===== src/rtl/mul_shiftadd_pkg.sv =====
// Shared definitions for the shift-add multiplier: FSM encoding, default
// operand width and a clog2 helper for sizing the step counter.
package mul_shiftadd_pkg;

    localparam int DATA_W_DEF = 32;

    typedef enum logic [1:0] {
        IDLE = 2'd0,
        BUSY = 2'd1,
        DONE = 2'd2
    } state_t;

    // Ceiling log2, usable in parameter/localparam expressions.
    function automatic int clog2(input int value);
        int res;
        int v;
        res = 0;
        v   = value - 1;
        while (v > 0) begin
            res = res + 1;
            v   = v >> 1;
        end
        return res;
    endfunction

endpackage


===== src/rtl/mul_shiftadd.sv =====
// Sequential unsigned multiplier: one shift-add step per cycle, fixed
// latency of DATA_W cycles from the accepting edge to done.
//
// The remaining multiplier bits live in the low half of the accumulator:
// each step consumes the accumulator LSB and shifts the whole register right,
// so after DATA_W steps the accumulator holds the full 2*DATA_W product.
module mul_shiftadd
    import mul_shiftadd_pkg::*;
#(
    parameter int DATA_W = DATA_W_DEF
) (
    input  logic                  clk,
    input  logic                  rst_n,
    input  logic                  start,
    input  logic [DATA_W-1:0]     multiplicand,
    input  logic [DATA_W-1:0]     multiplier,
    output logic [2*DATA_W-1:0]   product,
    output logic                  busy,
    output logic                  done
);

    localparam int               CNT_W     = clog2(DATA_W) + 1;
    localparam logic [CNT_W-1:0] LAST_STEP = CNT_W'(DATA_W - 1);

    state_t                state_q;
    state_t                state_nxt;
    logic [DATA_W-1:0]     a_q;
    logic [2*DATA_W-1:0]   acc_q;
    logic [CNT_W-1:0]      cnt_q;
    logic [DATA_W:0]       sum;
    logic                  accept;

    // A new operation may start from IDLE or DONE, never while iterating.
    assign accept = start && (state_q != BUSY);

    // Single DATA_W+1-bit adder: upper half plus A when the current multiplier bit is set.
    always_comb begin
        sum = {1'b0, acc_q[2*DATA_W-1:DATA_W]};
        if (acc_q[0]) begin
            sum = {1'b0, acc_q[2*DATA_W-1:DATA_W]} + {1'b0, a_q};
        end
    end

    // State register.
    always_ff @(posedge clk or negedge rst_n) begin
        if (!rst_n) begin
            state_q <= IDLE;
        end else begin
            // NOTE: sequential state uses non-blocking assignments so every
            // register samples pre-edge values regardless of statement order.
            state_q <= state_nxt;
        end
    end

    // Next-state logic and status outputs.
    always_comb begin
        // NOTE: every output of this block gets a default first, so no path
        // leaves a value unassigned and no latch is inferred.
        state_nxt = state_q;
        busy      = 1'b0;
        done      = 1'b0;
        case (state_q)
            IDLE: begin
                if (accept) state_nxt = BUSY;
            end
            BUSY: begin
                busy = 1'b1;
                if (cnt_q == LAST_STEP) state_nxt = DONE;
            end
            DONE: begin
                done = 1'b1;
                if (accept) state_nxt = BUSY;
            end
            default: state_nxt = IDLE;
        endcase
    end

    // Datapath: latch operands on accept, then one shift-add step per BUSY cycle.
    always_ff @(posedge clk or negedge rst_n) begin
        if (!rst_n) begin
            // NOTE: operand and accumulator registers are reset too, so nothing
            // from an interrupted operation survives into the next one.
            a_q   <= '0;
            acc_q <= '0;
            cnt_q <= '0;
        end else if (accept) begin
            a_q   <= multiplicand;
            acc_q <= {{DATA_W{1'b0}}, multiplier};
            cnt_q <= '0;
        end else if (state_q == BUSY) begin
            acc_q <= {sum, acc_q[DATA_W-1:1]};
            cnt_q <= cnt_q + CNT_W'(1);
        end
    end

    // Only a finished result is ever visible on the product port.
    assign product = (state_q == DONE) ? acc_q : '0;

endmodule


===== config.mk =====
export PLATFORM = sky130hd
export DESIGN_NAME = mul_shiftadd
export DESIGN_NICKNAME = d
export VERILOG_FILES = /design/src/rtl/mul_shiftadd_pkg.sv /design/src/rtl/mul_shiftadd.sv
export SDC_FILE = /design/constraint.sdc
export NUM_CORES = 1
export LEC_CHECK = 0
export BUFFER_PORTS_ARGS = -buffer_cell sky130_fd_sc_hd__buf_4
export CAP_MARGIN = 10
export CORE_MARGIN = 1
export CORE_UTILIZATION = 40
export CTS_BUF_LIST = sky130_fd_sc_hd__clkbuf_16
export DETAILED_ROUTE_END_ITERATION = 10
export PLACE_DENSITY_LB_ADDON = 0.08
export SKIP_LAST_GASP = 1
export SLEW_MARGIN = 10
export SYNTH_ARGS = -nofsm -noshare
export SYNTH_HDL_FRONTEND = slang
export SYNTH_SLANG_ARGS = --single-unit
export TNS_END_PERCENT = 5

===== constraint.sdc =====
create_clock -name clk -period 3.9 [get_ports clk]
set_input_delay 0.78 -clock clk [delete_from_list [all_inputs] [get_ports clk]]
set_output_delay 0.78 -clock clk [all_outputs]
set_load 0.01 [all_outputs]

### After elaboration in Yosys (flattened, before gate mapping)

Index checks and enable logic that the tools add are counted.

| storage, ports and cells | value |
|---|---|
| output and inout port bits | 66 |
| word-level logic and storage cells | 28 |
| input port bits | 67 |
| register bits after elaboration | 104 |

| operators by class | value |
|---|---|
| reductions and logical operators | 5 |
| eq/ne operators | 6 |
| add/sub/neg operators | 2 |
| multiplexer cells | 11 |

Operators with widths:

| cell | number |
|---|---|
| $mux W64 | 3 |
| $add A32 B32 Y33 | 1 |
| $mux W33 | 1 |
| $mux W6 | 2 |
| $add A6 B1 Y6 const B | 1 |
| $eq A6 B5 Y1 const B | 1 |
| $mux W2 | 2 |
| $ne A2 B1 Y1 const B | 2 |
| $pmux W2 S2 | 1 |
| $eq A2 B1 Y1 const B | 1 |
| $eq A2 B2 Y1 const B | 1 |
| $logic_not A2 Y1 | 1 |
| $mux W1 | 2 |
| $ne A2 B2 Y1 const B | 1 |
| $reduce_and A2 Y1 | 1 |
| $reduce_bool A2 Y1 | 1 |
| $reduce_or A2 Y1 | 1 |
| $logic_and A1 B1 Y1 | 1 |

### Longest topological paths before layout

| depth | value |
|---|---|
| depth in word-level cells | 4 |
| mapped depth | 10 |
| depth with buffers taken out | 10 |

### Worst setup path before layout

Ideal clock, no wire load.

| timing | value |
|---|---|
| path type | flip-flop to flip-flop |
| start point | register acc_q[32] |
| end point | register acc_q[59] |
| period minus slack after synthesis | 2402 ps |
| setup time | 70 ps |
| data required time | 3830 ps |
| setup slack | 1498 ps |
| data arrival time | 2332 ps |
| buffers on the path | 0 |
| stages on the path, launching flop included | 11 |
| cells stage by stage | dfrtp_1 > ha_1 > inv_1 > fa_1 > nand2b_1 > a21o_1 > nor2b_1 > o221ai_4 > a31oi_4 > or4_1 > nand3b_1 |

| on the way | value |
|---|---|
| cells in the longest elaborated chain, start to end | 4 |

RTL lines:

| what | line | text |
|---|---|---|
| start, declared | mul_shiftadd.sv:28 | `logic [2*DATA_W-1:0] acc_q;` |
| start signal, assigned | mul_shiftadd.sv:88 | `acc_q <= {{DATA_W{1'b0}}, multiplier};` |
| start signal, assigned | mul_shiftadd.sv:91 | `acc_q <= {sum, acc_q[DATA_W-1:1]};` |
| $add A32 B32 Y33 | mul_shiftadd.sv:40 | `sum = {1'b0, acc_q[2*DATA_W-1:DATA_W]} + {1'b0, a_q};` |
| $mux W33 | mul_shiftadd.sv:39 | `if (acc_q[0]) begin` |
| $mux W64 | mul_shiftadd.sv:90 | `end else if (state_q == BUSY) begin` |
| $mux W64 | mul_shiftadd.sv:86 | `end else if (accept) begin` |

Every way passes these cells. The select of a mux whose other input is x is not followed.
A chain may end at the register's enable or synchronous reset.

### Final worst setup path

| timing | value |
|---|---|
| start point | register state_q[0] |
| end point | output product[39] |

| on the way | value |
|---|---|
| cells in the longest elaborated chain, start to end | 2 |

RTL lines:

| what | line | text |
|---|---|---|
| start, declared | mul_shiftadd.sv:25 | `state_t state_q;` |
| start signal, assigned | mul_shiftadd.sv:51 | `state_q <= state_nxt;` |
| $eq A2 B2 Y1 | mul_shiftadd.sv:97 | `assign product = (state_q == DONE) ? acc_q : '0;` |
| $mux W64 | mul_shiftadd.sv:97 |  |
| end, declared | mul_shiftadd.sv:17 | `output logic [2*DATA_W-1:0] product,` |

Every way passes these cells.

==> metrics.md <==
| Metric | Value |
|---|---|
| Final-report setup violation count | `0` |
| Most common cell in the netlist | `dfrtp_1` |
| Synthesis-stage register bit count | `104` |
| Tot GR Track Use | `21.8%` |
| Worst slew pin tran | `1.01 ns` |
| Power, Total | `0.00643 W` |
| Max VDD drop | `0.000368 V` |
| P&R area growth vs syn | `21.5%` |
| CP peak stage delay | `0.64 ns` |
| Depth of the most critical reg-to-reg path | `10` |
| DR pass1 iterations | `4` |
| Yosys top cell area share | `37.8%` |
| # IOs | `133` |
| Clk pin slew, worst setup/hold paths | `0.07 ns` |
| Min Tclk post-route | `2.74 ns` |
| Vias in the first global route | `5982` |
| # hold bufs at CTS | `0` |
| Initial Utilization | `41.3%` |
| RSZ-0062 raised after global routing | `false` |
| Tcrit/Tclk final | `70.3%` |
| Die X | `133 um` |
| Fmax | `0.365 GHz` |
| Clk_lat worst skew | `0.36 ns` |
| Main synth FF type | `dfrtp_1` |
| EDFF count, synth | `0` |
| Hpwl dp | `13000 um` |
| Nets@finish | `963` |
| Global route overflow | `0` |
| CP delay by family, top | `simple AND/OR/NAND/NOR gates` |
| H-Tree Depth | `3` |
| Worst Hold Class | `primary input to async pin` |
| Crit path required time | `3.12 ns` |
| CTS Buf Count | `9` |
| Synth cell types | `63` |
| Final Hold Fails | `0` |
| Outcome | `finished, final reports clean` |
| Crit path max fanout | `34` |
| Final Non-Filler Cells | `1087` |
| Routed Antenna Nets | `0` |
| CP max stage cell | `nor2b_4` |
| Setup slack, reg-to-reg | `1.25 ns` |
| Bufs on Longest Clock Path | `2` |
| Worst EP arrival | `1.96 ns` |
| Critical path class | `register to output pin` |
| Static leakage | `4.07 nW` |
| Die Y | `133 um` |
| Clk sinks | `104` |
| Worst Skew | `0.00692 ns` |
| Max-slew headroom | `32.7%` |
| Postcts setup bufs | `0` |
| Final setup TNS | `0 ns` |
| PD cells | `768 nW/um^2` |
| Share of flip-flops with an asynchronous set or reset | `100%` |
| Setup crit end kind | `output pin` |
| FP Rows | `47` |
| Synth Net Count | `862` |
| GPL Wtd Cong | `0.938` |
| Antenna diode instance count | `0` |
| # port buffers | `132` |
| Synthesized instance count | `761` |
| CTS tree | `yes` |
| Layout cells sized above 1 | `24.0%` |
| Synth top area cells | `dfrtp_1, and2_1, ha_1` |
| Vias per cell | `5.53` |
| Vias | `6010` |
| Avg Inst Size Synth | `9.05 sq um` |
| Fin. max-slew vios | `0` |
| Sequential share of the synthesized area | `37.8%` |
| Crit-path cells | `nor2b_4 -> buf_16 -> and2_1 -> buf_4` |
| First-pass GRT wire length | `30900 um` |
| Floorplan core area | `16700 sq um` |
| Root Driver | `clkbuf_16` |
| WL final | `18900 um` |
| Synth cell count leaders | `dfrtp_1, nand2_1, o21ai_0, and2_1, a21oi_1` |
| Synthesized area | `6890 sq um` |
| R2R Path Start | `acc_q[32]` |
| Cell accounting for the most synthesized area | `dfrtp_1` |
| Buffers and inverters on the worst path | `2` |
| Post_cts resized | `0` |
| Die area | `17800 sq um` |
| DR WL/cell | `17.4 um` |
| CP Launch Type | `register` |
| Yosys warns | `0` |
| Largest net degree at the start of global routing | `78` |
| # DRC | `0` |
| Placed cells | `1070` |
| R2R Path End | `acc_q[59]` |
| Max-cap violation count | `0` |
| Initial DRC count | `291` |
| Initial antenna violation count | `0` |
state kept, by name (all words and copies together), names as in the netlist:
name,cells
acc_q,64
a_q,32
cnt_q,6
state_q,2
metal layers:
metal	share of wire (%)	wire length [um]	vias to the layer above	GRT usage, %
li1	-	-	2927	-
met1	45	8550	2952	28.1
met2	49	9340	116	37.9
met3	4.2	789	15	4.15
met4	1.1	204	0	4.42
met5	0	0	-	0
cell type report:
cell class / count / area, sq um
fillers: 1630 / 8330
multi-input cells: 594 / 4040
inverters: 11 / 41.3
flip-flops and latches: 104 / 2600
repair buffers: 142 / 1090
clock inverters: 7 / 103
clock buffers: 9 / 225
well taps: 220 / 275
cells in the final DEF (no fill, tap or decap), types with 3 or more instances in the layout:
cell type and n:
inv_1 10, o21ai_0 73, buf_4 141, dfrtp_1 104, nand4_1 13, a21oi_1 45
o211ai_1 3, nand3_1 18, nand2b_1 4, o21ai_1 6, ha_1 33, xnor2_1 9
mux2_2 34, nor2b_1 4, xor2_1 15, o21a_1 3, or4_1 3, nor3_1 4
mux2i_1 39, nor2_1 34, o21bai_1 4, and2_1 66, and3_1 25, a21o_1 19
a31oi_1 23, nand2_1 76, a41oi_1 3, a211oi_1 3, clkbuf_16 9
worst max path at each step:
stage,cells past startpoint,slack (ns),startpoint,endpoint
floorplan,10,1.50,acc_q[32],acc_q[59]
global placement,3,1.28,state_q[0],product[42]
detailed placement,10,1.26,acc_q[32],acc_q[59]
CTS,3,0.89,state_q[0],product[62]
global route,4,1.0,state_q[0],product[18]
finish,4,1.16,state_q[0],product[39]
logic make-up (layout without fill, tap and decap cells):
logic type,Yosys count,count (layout),share of synthesized area (%)
compound gates,205,205,18.7
flops,104,104,37.8
buf+inv,63,169,3.69
fa+ha+maj,34,34,6.28
mux,73,73,11.2
xor+xnor,24,24,3.05
simple gates,258,258,19.3
where the power goes:
group | internal [W] | total [W] | switching (W) | leakage, nW
Clock | 0.000570 | 0.00102 | 0.000449 | 0.157
Sequential | 0.00156 | 0.00193 | 0.000371 | 1.28
Combinational | 0.00147 | 0.00348 | 0.00202 | 2.63
through the flow:
step           area [sq um]  setup WS (ns)  utilization, %  hold slack (ns)
4_1_cts                8350          0.890            50.0            0.492
6_report               8370           1.16            50.1            0.459
5_1_grt                8370          0.995            50.1            0.516
2_1_floorplan          6890           1.50               -            0.456
3_5_place_dp           8020           1.26            48.0            0.483
3_3_place_gp           8020           1.28            48.0            0.471
(Power assumes the default switching activity.)
